===== src/rtl/cook_pkg.sv =====
// Shared types and constants for the microwave cook sequencer.
package cook_pkg;

  // FSM states; the encodings are visible on the debug state port.
  typedef enum logic [2:0] {
    IDLE    = 3'd0,
    ENTRY   = 3'd1,
    COOKING = 3'd2,
    PAUSED  = 3'd3,
    DONE    = 3'd4
  } cook_state_t;

  // One BCD digit.
  typedef logic [3:0] bcd_t;

  localparam bcd_t BCD_MAX_UNITS = 4'd9;
  localparam bcd_t BCD_MAX_TENS  = 4'd5;

  localparam int         KEY_COUNT  = 10;
  localparam logic [3:0] FULL_POWER = 4'd10;

  // Highest pressed digit wins when several keys are down together.
  function automatic bcd_t key_digit(input logic [KEY_COUNT-1:0] k);
    bcd_t d;
    d = '0;
    for (int i = 0; i < KEY_COUNT; i++) begin
      if (k[i]) d = bcd_t'(i);
    end
    return d;
  endfunction

  // Power setting 1..9 is used as-is; anything else means full power.
  function automatic logic [3:0] power_level(input logic [3:0] p);
    return ((p >= 4'd1) && (p <= 4'd9)) ? p : FULL_POWER;
  endfunction

endpackage


===== src/rtl/bcd_time_down.sv =====
// Three-digit BCD time register (M:SS) with keypad shift-in,
// countdown with borrow, and zero / one-second detection.
module bcd_time_down
  import cook_pkg::*;
(
  input  logic clk,
  input  logic clear,
  input  logic zero_en,
  input  logic shift_en,
  input  bcd_t digit,
  input  logic dec_en,
  output bcd_t minutes,
  output bcd_t tens_sec,
  output bcd_t units_sec,
  output logic is_zero,
  output logic is_one
);

  // Time register: clear/zero first, then digit shift, then one-second decrement.
  // NOTE: sequential state uses non-blocking assignments so every digit reads
  // the old value of its neighbour during the shift and borrow chain.
  always_ff @(posedge clk) begin
    if (clear || zero_en) begin
      minutes   <= '0;
      tens_sec  <= '0;
      units_sec <= '0;
    end else if (shift_en) begin
      minutes   <= tens_sec;
      tens_sec  <= units_sec;
      units_sec <= digit;
    end else if (dec_en) begin
      if (units_sec != 4'd0) begin
        units_sec <= units_sec - 4'd1;
      end else begin
        units_sec <= BCD_MAX_UNITS;
        if (tens_sec != 4'd0) begin
          tens_sec <= tens_sec - 4'd1;
        end else begin
          tens_sec <= BCD_MAX_TENS;
          minutes  <= minutes - 4'd1;
        end
      end
    end
  end

  assign is_zero = (minutes == 4'd0) && (tens_sec == 4'd0) && (units_sec == 4'd0);
  assign is_one  = (minutes == 4'd0) && (tens_sec == 4'd0) && (units_sec == 4'd1);

endmodule


===== src/rtl/cook_sequencer.sv =====
// Microwave cook sequencer: keypad digit entry, START/STOP/door handling,
// 1 s tick divider, BCD countdown and registered magnetron / beep outputs.
// Optional feature macro POWER_LEVEL_EN adds a power[3:0] input that duty-
// cycles the magnetron over a 10 s window; without it the magnetron is
// simply on while cooking.
module cook_sequencer
  import cook_pkg::*;
#(
  parameter int TICK_DIV  = 100,
  parameter int BEEP_SECS = 3
) (
  input  logic                 clk,
  input  logic                 clear,
  input  logic [KEY_COUNT-1:0] keys,
  input  logic                 start_n,
  input  logic                 stop_n,
  input  logic                 closed_door,
`ifdef POWER_LEVEL_EN
  input  logic [3:0]           power,
`endif
  output logic                 magnetron,
  output logic [3:0]           minutes,
  output logic [3:0]           tens_sec,
  output logic [3:0]           units_sec,
  output logic                 done_beep,
  output logic [2:0]           state
);

  localparam int                TICK_W    = $clog2(TICK_DIV);
  localparam logic [TICK_W-1:0] TICK_LAST = TICK_W'(TICK_DIV - 1);
  localparam logic [3:0]        BEEP_LAST = 4'(BEEP_SECS - 1);

  logic [KEY_COUNT-1:0] keys_q;
  logic                 start_q;
  logic                 stop_q;
  logic                 key_evt;
  logic                 start_evt;
  logic                 stop_evt;
  bcd_t                 digit;

  cook_state_t          state_q;
  cook_state_t          state_next;
  logic [TICK_W-1:0]    tick_cnt;
  logic                 tick;
  logic                 tick_run;
  logic                 start_cook;
  logic                 shift_en;
  logic                 dec_en;
  logic                 zero_en;
  logic [3:0]           beep_cnt;
  logic [3:0]           beep_cnt_next;
  logic                 mag_next;
  logic                 is_zero;
  logic                 is_one;
  logic                 time_ok;

  // Button/keypad history for edge detection; buttons idle released (high).
  always_ff @(posedge clk) begin
    if (clear) begin
      keys_q  <= '0;
      start_q <= 1'b1;
      stop_q  <= 1'b1;
    end else begin
      keys_q  <= keys;
      start_q <= start_n;
      stop_q  <= stop_n;
    end
  end

  assign key_evt   = (keys != '0) && (keys_q == '0);
  assign start_evt = start_q && !start_n;
  assign stop_evt  = stop_q && !stop_n;
  assign digit     = key_digit(keys);

  bcd_time_down u_time (
    .clk       (clk),
    .clear     (clear),
    .zero_en   (zero_en),
    .shift_en  (shift_en),
    .digit     (digit),
    .dec_en    (dec_en),
    .minutes   (minutes),
    .tens_sec  (tens_sec),
    .units_sec (units_sec),
    .is_zero   (is_zero),
    .is_one    (is_one)
  );

  assign time_ok = !is_zero && (tens_sec <= BCD_MAX_TENS);
  assign tick    = (tick_cnt == TICK_LAST);

  // Next-state and datapath controls; events are tested in priority order
  // stop > door open > start > key within each state.
  // NOTE: every output of this block gets a default first, so no path can
  // leave a signal unassigned and infer a latch.
  always_comb begin
    state_next    = state_q;
    shift_en      = 1'b0;
    dec_en        = 1'b0;
    zero_en       = 1'b0;
    tick_run      = 1'b0;
    start_cook    = 1'b0;
    beep_cnt_next = beep_cnt;
    case (state_q)
      IDLE: begin
        if (key_evt) begin
          shift_en   = 1'b1;
          state_next = ENTRY;
        end
      end
      ENTRY: begin
        if (stop_evt) begin
          zero_en    = 1'b1;
          state_next = IDLE;
        end else if (start_evt && closed_door && time_ok) begin
          start_cook = 1'b1;
          state_next = COOKING;
        end else if (key_evt) begin
          shift_en = 1'b1;
        end
      end
      COOKING: begin
        if (stop_evt || !closed_door) begin
          state_next = PAUSED;
        end else begin
          tick_run = 1'b1;
          if (tick) begin
            dec_en = 1'b1;
            if (is_one) begin
              state_next    = DONE;
              beep_cnt_next = '0;
            end
          end
        end
      end
      PAUSED: begin
        if (stop_evt) begin
          zero_en    = 1'b1;
          state_next = IDLE;
        end else if (start_evt && closed_door && time_ok) begin
          start_cook = 1'b1;
          state_next = COOKING;
        end
      end
      DONE: begin
        if (stop_evt || !closed_door || key_evt) begin
          state_next = IDLE;
        end else begin
          tick_run = 1'b1;
          if (tick) begin
            if (beep_cnt == BEEP_LAST) state_next = IDLE;
            else                       beep_cnt_next = beep_cnt + 4'd1;
          end
        end
      end
      default: state_next = IDLE;
    endcase
  end

  // Tick divider: restarts on a fresh start from ENTRY; a resume from PAUSED
  // keeps the partial second that was already counted before the pause.
  always_ff @(posedge clk) begin
    if (clear) begin
      tick_cnt <= '0;
    end else if (start_cook && (state_q == ENTRY)) begin
      tick_cnt <= '0;
    end else if (tick_run) begin
      tick_cnt <= tick ? '0 : tick_cnt + TICK_W'(1);
    end
  end

`ifdef POWER_LEVEL_EN
  logic [3:0] pwr_q;
  logic [3:0] pwr_next;
  logic [3:0] win_q;
  logic [3:0] win_next;

  // Power window: latch the level on every start, step the 0..9 window on cooking ticks.
  always_comb begin
    pwr_next = pwr_q;
    win_next = win_q;
    if (start_cook) begin
      pwr_next = power_level(power);
      win_next = '0;
    end else if ((state_q == COOKING) && (state_next == COOKING) && tick) begin
      win_next = (win_q == BCD_MAX_UNITS) ? 4'd0 : win_q + 4'd1;
    end
  end

  // Power window registers.
  always_ff @(posedge clk) begin
    if (clear) begin
      pwr_q <= '0;
      win_q <= '0;
    end else begin
      pwr_q <= pwr_next;
      win_q <= win_next;
    end
  end

  assign mag_next = (state_next == COOKING) && (win_next < pwr_next);
`else
  assign mag_next = (state_next == COOKING);
`endif

  // State register and registered outputs, all cleared by the CLEAR button.
  always_ff @(posedge clk) begin
    if (clear) begin
      state_q   <= IDLE;
      magnetron <= 1'b0;
      done_beep <= 1'b0;
      beep_cnt  <= '0;
    end else begin
      state_q   <= state_next;
      magnetron <= mag_next;
      done_beep <= (state_next == DONE);
      beep_cnt  <= beep_cnt_next;
    end
  end

  assign state = state_q;

endmodule


===== config.mk =====
export PLATFORM = sky130hd
export DESIGN_NAME = cook_sequencer
export DESIGN_NICKNAME = d
export VERILOG_FILES = /design/src/rtl/cook_pkg.sv /design/src/rtl/bcd_time_down.sv /design/src/rtl/cook_sequencer.sv
export SDC_FILE = /design/constraint.sdc
export NUM_CORES = 1
export LEC_CHECK = 0
export ABC_AREA = 1
export CORE_ASPECT_RATIO = 0.5
export CORE_MARGIN = 5
export CORE_UTILIZATION = 47
export DETAILED_ROUTE_END_ITERATION = 7
export PLACE_DENSITY = 0.7
export SLEW_MARGIN = 20
export SYNTH_ARGS = -nofsm -noshare
export SYNTH_HDL_FRONTEND = slang
export SYNTH_SLANG_ARGS = --single-unit

===== constraint.sdc =====
create_clock -name clk -period 1.73 [get_ports clk]
set_input_delay 0.4325 -clock clk [delete_from_list [all_inputs] [get_ports clk]]
set_output_delay 0.4325 -clock clk [all_outputs]
set_load 0.005 [all_outputs]

# Word-level counts from Yosys, hierarchy flattened
# Cells that the tools add are included.
# W data, S select, Z words.
# op_classes
n_lt_le_gt_ge	1
add_sub_neg	5
eq_ne	17
muxes	53
reduce_logical	32
# ops
cell	n
$mux W4	25
$mux W3	9
$ne A2 B2 Y1 const B	8
$mux W1	14
$logic_not A4 Y1	3
$pmux W3 S4	1
$sub A4 B1 Y4 const B	3
$logic_and A1 B1 Y1	10
$logic_not A10 Y1	1
$reduce_bool A10 Y1	1
$eq A3 B2 Y1 const B	3
$pmux W4 S2	1
$reduce_bool A4 Y1	2
$add A7 B1 Y7 const B	1
$eq A7 B7 Y1 const B	1
$mux W7	1
$reduce_and A7 Y1	1
$eq A3 B3 Y1 const B	2
$add A4 B1 Y4 const B	1
$eq A4 B1 Y1 const B	1
$eq A4 B2 Y1 const B	1
$le A4 B3 Y1 const B	1
$logic_not A1 Y1	4
$pmux W1 S2	2
other kinds (7)	11
# word_totals
wordCells	119
regBits	40
input_bits	15
output_inout_bits	17

# Depth between registers and ports, before layout
# logic_depth
depth_word	11
ltp_mapped	14
mapped_depth_nobuf	14

# Cells and area by module
# From an unflattened synthesis, not the netlist that was laid out.
# unflattened
cells_unflattened	329
area_unflattened_um2	2265.9
# modules_own_cells
mod	seq_area_each_um2	area_per_inst_um2	cells_per_inst	instances
cook_sequencer	560.5	1420.1	207	1
bcd_time_down	240.2	845.8	122	1

# Worst setup path before layout
# OpenSTA, ideal clock, no wires.
# synth_timing
path_type	register to register
start	reg u_time.minutes[0]
end	reg u_time.units_sec[3]
setup_ns	0.116
arrival_time_ns	1.488
synth_period_minus_slack_ns	1.604
path_buffers	1
t_required_ns	1.614
slack_ns	0.126
path_stages_with_launch	12
path_cell_list	dfxtp_1 -> inv_1 -> ha_1 -> nand2_1 -> nor2_4 -> a21oi_2 -> nor2_1 -> nor2_2 -> buf_6 -> nand2_1 -> a21oi_1 -> nor2_1
# synth_between
elab_chain_cells	10
elab_cells_between_ends	11
cone_classes	mux: 4; reduce/logical: 7
# synth_rtl
element	line_no	rtl
start: declaration	bcd_time_down.sv:12	output bcd_t minutes,
start signal: assignment	bcd_time_down.sv:28	minutes <= tens_sec;
start signal: assignment	bcd_time_down.sv:40	minutes <= minutes - 4'd1;
$logic_not A4 Y1 (*)	bcd_time_down.sv:46	assign is_zero = (minutes == 4'd0) && (tens_sec == 4'd0) && (units_sec == 4'd0);
$logic_and A1 B1 Y1 (*) (2 in series)	bcd_time_down.sv:46	
$logic_not A1 Y1 (*)	cook_sequencer.sv:89	assign time_ok = !is_zero && (tens_sec <= BCD_MAX_TENS);
$logic_and A1 B1 Y1 (*)	cook_sequencer.sv:89	
$logic_and A1 B1 Y1 (*)	cook_sequencer.sv:115	end else if (start_evt && closed_door && time_ok) begin
$mux W1 (*)	cook_sequencer.sv:115	
$mux W1 (*)	cook_sequencer.sv:112	if (stop_evt) begin
$pmux W1 S2 (*)	cook_sequencer.sv:104	case (state_q)
$mux W4 / $reduce_bool A2 Y1 (equally long branches)	-	
end signal: assignment	bcd_time_down.sv:30	units_sec <= digit;
end signal: assignment	bcd_time_down.sv:33	units_sec <= units_sec - 4'd1;
end: declaration	bcd_time_down.sv:14	output bcd_t units_sec,
# Every way passes the cells marked *; elsewhere a longest branch is shown, timed or not.
# A chain may end at the register's enable or synchronous reset.

# Worst setup path in the final report
# layout_timing
start	reg u_time.minutes[1]
end	reg beep_cnt[1]
# layout_between
elab_chain_cells	5
# layout_rtl
element	line_no	rtl
$logic_not A4 Y1	bcd_time_down.sv:47	assign is_one = (minutes == 4'd0) && (tens_sec == 4'd0) && (units_sec == 4'd1);
$logic_and A1 B1 Y1 (2 in series)	bcd_time_down.sv:47	
$ne A2 B2 Y1 (no line)	-	
$reduce_and A7 Y1 (no line)	-	
end signal: assignment	cook_sequencer.sv:217	beep_cnt <= beep_cnt_next;
end: declaration	cook_sequencer.sv:50	logic [3:0] beep_cnt;
# No other way between the ends.

==> run metrics <==
f_max 595 MHz; met2 wire len 2890 um; Core Util, Final 0.677; Cell Area, Placed about 3000 sq um; Crit Path Class flop to flop; GPL Wtd Cong 0.873; hold_buf cts 0; diode count 0; Yosys top cell area share 0.338; Setup crit end kind flop; worst-case clock skew 0.00771 ns; critical path data required time 1.97 ns; vias in the first global route 2336; clock slew at reported path FFs 0.08 ns; Antenna Nets Post-Route 0; final instance area 3320 sq um; period utilization 0.972; CTS tree built; DP Cell Count 480; DR top layer met4; Synth top cells by count nand2_1, nor2_1, dfxtp_1, inv_1; most common cell in the synthesized netlist nand2_1; outcome completed; Die Area 6650 sq um; max-slew violations 0; Hold Path Origin start_n; die height 60.2 um; crit-path cells inv_2 -> ha_4 -> nand2_2 -> nor2_4 -> nand2_1 -> o21ai_2 -> inv_2 -> nor2_4 -> nand2_2 -> nand2_1 -> nand2_1 -> nor2_1; leakage around 1.7 nW; Filler cells 427; post-synthesis cell type count 37; drt via density 4.84; RSZ-0062 raised after global routing true; Worst path slowest cell dfxtp_2; worst-margin pin slew 0.403 ns; Post-synth EDFFs 0; Final Hold Viols 0; Final setup violation count 0; Min-Delay Endpoint start_q; Starting Density 0.483; pin count of the biggest net entering global routing 16; Synth area leader dfxtp_1; drt drc 0; Final min period 1.68 ns; antenna violations before repair 0; clk sinks 40; post-layout net count about 440; GRT overflow 0; final non-filler cell total 491; Num CTS Buffers 5; R2R Path Start u_time.minutes[1]; hpwl dp around 4400 um; R2R cell count 12; Mapped Nets 364; CP max stage delay 0.34 ns; mean area per synthesized cell just under 7 sq um; Mapped Area between 2000 and 2500 sq um; VDD IR max slightly below 0.5 mV; 1st-iter DRT viols 178; Crit path top cell by count nand2_1; WL met1 around 2700 um; internal reg-to-reg setup slack 0.05 ns; Synth async-reset ratio 0; Critical Path Start Type flop; Die X 110 um; metal3 WL 156 um; synthesized instance count between 300 and 400; worst hold path type primary input to flop; Top Ports 32; max-cap viol count 0; # port buffers 31; first-pass GRT wire length 9990 um; H-tree Lvls 2; CTS Root Cell clkbuf_8; clk_lat worst skew 0.30 ns; FF-to-FF End beep_cnt[1]; post-synthesis sequential area ratio 0.338; Worst Path Max Fanout 6; power per cell area 626 nW/um^2; pre-CTS setup slack -0.463 ns; Row Count 18; depth of the worst hold-timing path 2; slew margin rel. 0.728; clock buffer depth 2; Core Area 4910 sq um; share of layout cells above drive strength 1 0.330; WL/cell 11.9 um; Final Power 2.08 mW; area added between synthesis and finish 40.1%; GRT Util Overall 0.185; synthesis warning total 0; largest cells by area after synthesis dfxtp_1, nand2_1, nor2_1; Most used DFF post-synth dfxtp_1; final worst setup slack slightly below 0.05 ns; Initial DRT Pass Iterations 5; Worst EP arrival 1.92 ns; Seq cells post-synth 40; DRT Wirelength 5830 um; via count ~2400
-- worst max path at each step --
stage / from / cells after the start / endpoint
floorplan: u_time.minutes[0] / 11 / u_time.units_sec[3]
global placement: keys[3] / 10 / u_time.units_sec[3]
detailed placement: keys[5] / 12 / beep_cnt[1]
CTS: u_time.tens_sec[0] / 2 / tens_sec[0]
global route: u_time.minutes[1] / 12 / beep_cnt[1]
finish: u_time.minutes[1] / 12 / beep_cnt[1]
-- logic make-up after synthesis --
group,after synthesis,share of synthesized area
AND/OR/NAND/NOR,191,0.395
buffers and inverters,56,0.103
AO/OA/AOI/OAI,49,0.126
flip-flops,40,0.338
XOR/XNOR,5,0.0185
adder cells (fa/ha/maj),4,0.0211
-- flip-flops by register name, summed over array words and instances, names as in the netlist --
register and cells:
state 3, done_beep 1, magnetron 1, u_time.minutes 4
stop_q 1, u_time.tens_sec 4, start_q 1, u_time.units_sec 4
keys_q 10, beep_cnt 4, tick_cnt 7
-- cells in the final DEF, fill, tap and decap left out, types with 2 or more instances in the layout --
master / n
a21oi_1: 19
a31oi_1: 2
buf_4: 39
buf_6: 3
clkbuf_8: 6
clkdlybuf4s50_1: 10
clkinvlp_4: 2
dfxtp_1: 28
dfxtp_2: 12
dlygate4sd2_1: 10
dlymetal6s2s_1: 11
ha_1: 2
inv_1: 33
inv_2: 16
nand2_1: 63
nand2_2: 8
nand2_4: 5
nand3_1: 16
nand3_2: 3
nand3_4: 3
nand4_1: 5
nor2_1: 51
nor2_2: 13
nor2_4: 13
nor3_1: 4
nor3_2: 2
o21ai_0: 9
o21ai_1: 10
o21ai_2: 2
or2_2: 2
xor2_1: 4
-- what timing repair did --
item | in CTS | in global routing
gates resized for setup | 34 | 44
setup endpoints to repair | 29 | 34
pin swaps | 15 | 16
setup buffers | 1 | 1
cloned | 1 | 0
hold endpoints to repair | 0 | 0
-- through the flow --
| stage | hold WS, ns | TNS (ns) |
|---|---|---|
| global route | 0.393 | -0.353 |
| detailed placement | 0.474 | -10.28 |
| floorplan | 0.455 | 0 |
| CTS | 0.485 | 0 |
| global placement | 0.464 | -8.86 |
| finish | 0.392 | 0 |
-- report_power, final --
group	switching [mW]	internal (mW)
combinational	0.231	0.196
clock	0.354	0.323
sequential	0.0208	0.954
total	0.606	1.47
-- worst max-delay path: cells and delay by family, from the launching register on --
kind / cells / cell delay, ns
and+or+nand+nor: 8 / 0.81
DFF: 1 / 0.34
AOI/OAI and AO/OA: 1 / 0.19
adders and majority gates: 1 / 0.14
buffers and inverters: 2 / 0.13
-- layer usage --
metal,up-vias,track usage
li1,1238,-
met2,35,0.331
met4,0,0.0737
met1,1093,0.223
met3,11,0.0415
met5,-,0
-- final cells by class --
| class | instances | area, sq um | share of cell area |
|---|---|---|---|
| Clock buffer | 6 | 82.6 | 0.0248 |
| Timing Repair inverter | 1 | 6.26 | 0.00188 |
| Multi-Input combinational cell | 249 | 1470 | 0.442 |
| Clock inverter | 2 | 15.0 | 0.00452 |
| Sequential cell | 40 | 816 | 0.245 |
| Timing Repair Buffer | 73 | 652 | 0.196 |
| Inverter | 50 | 195 | 0.0587 |
| Tap cell | 70 | 87.6 | 0.0264 |
(Power assumes the default switching activity.)
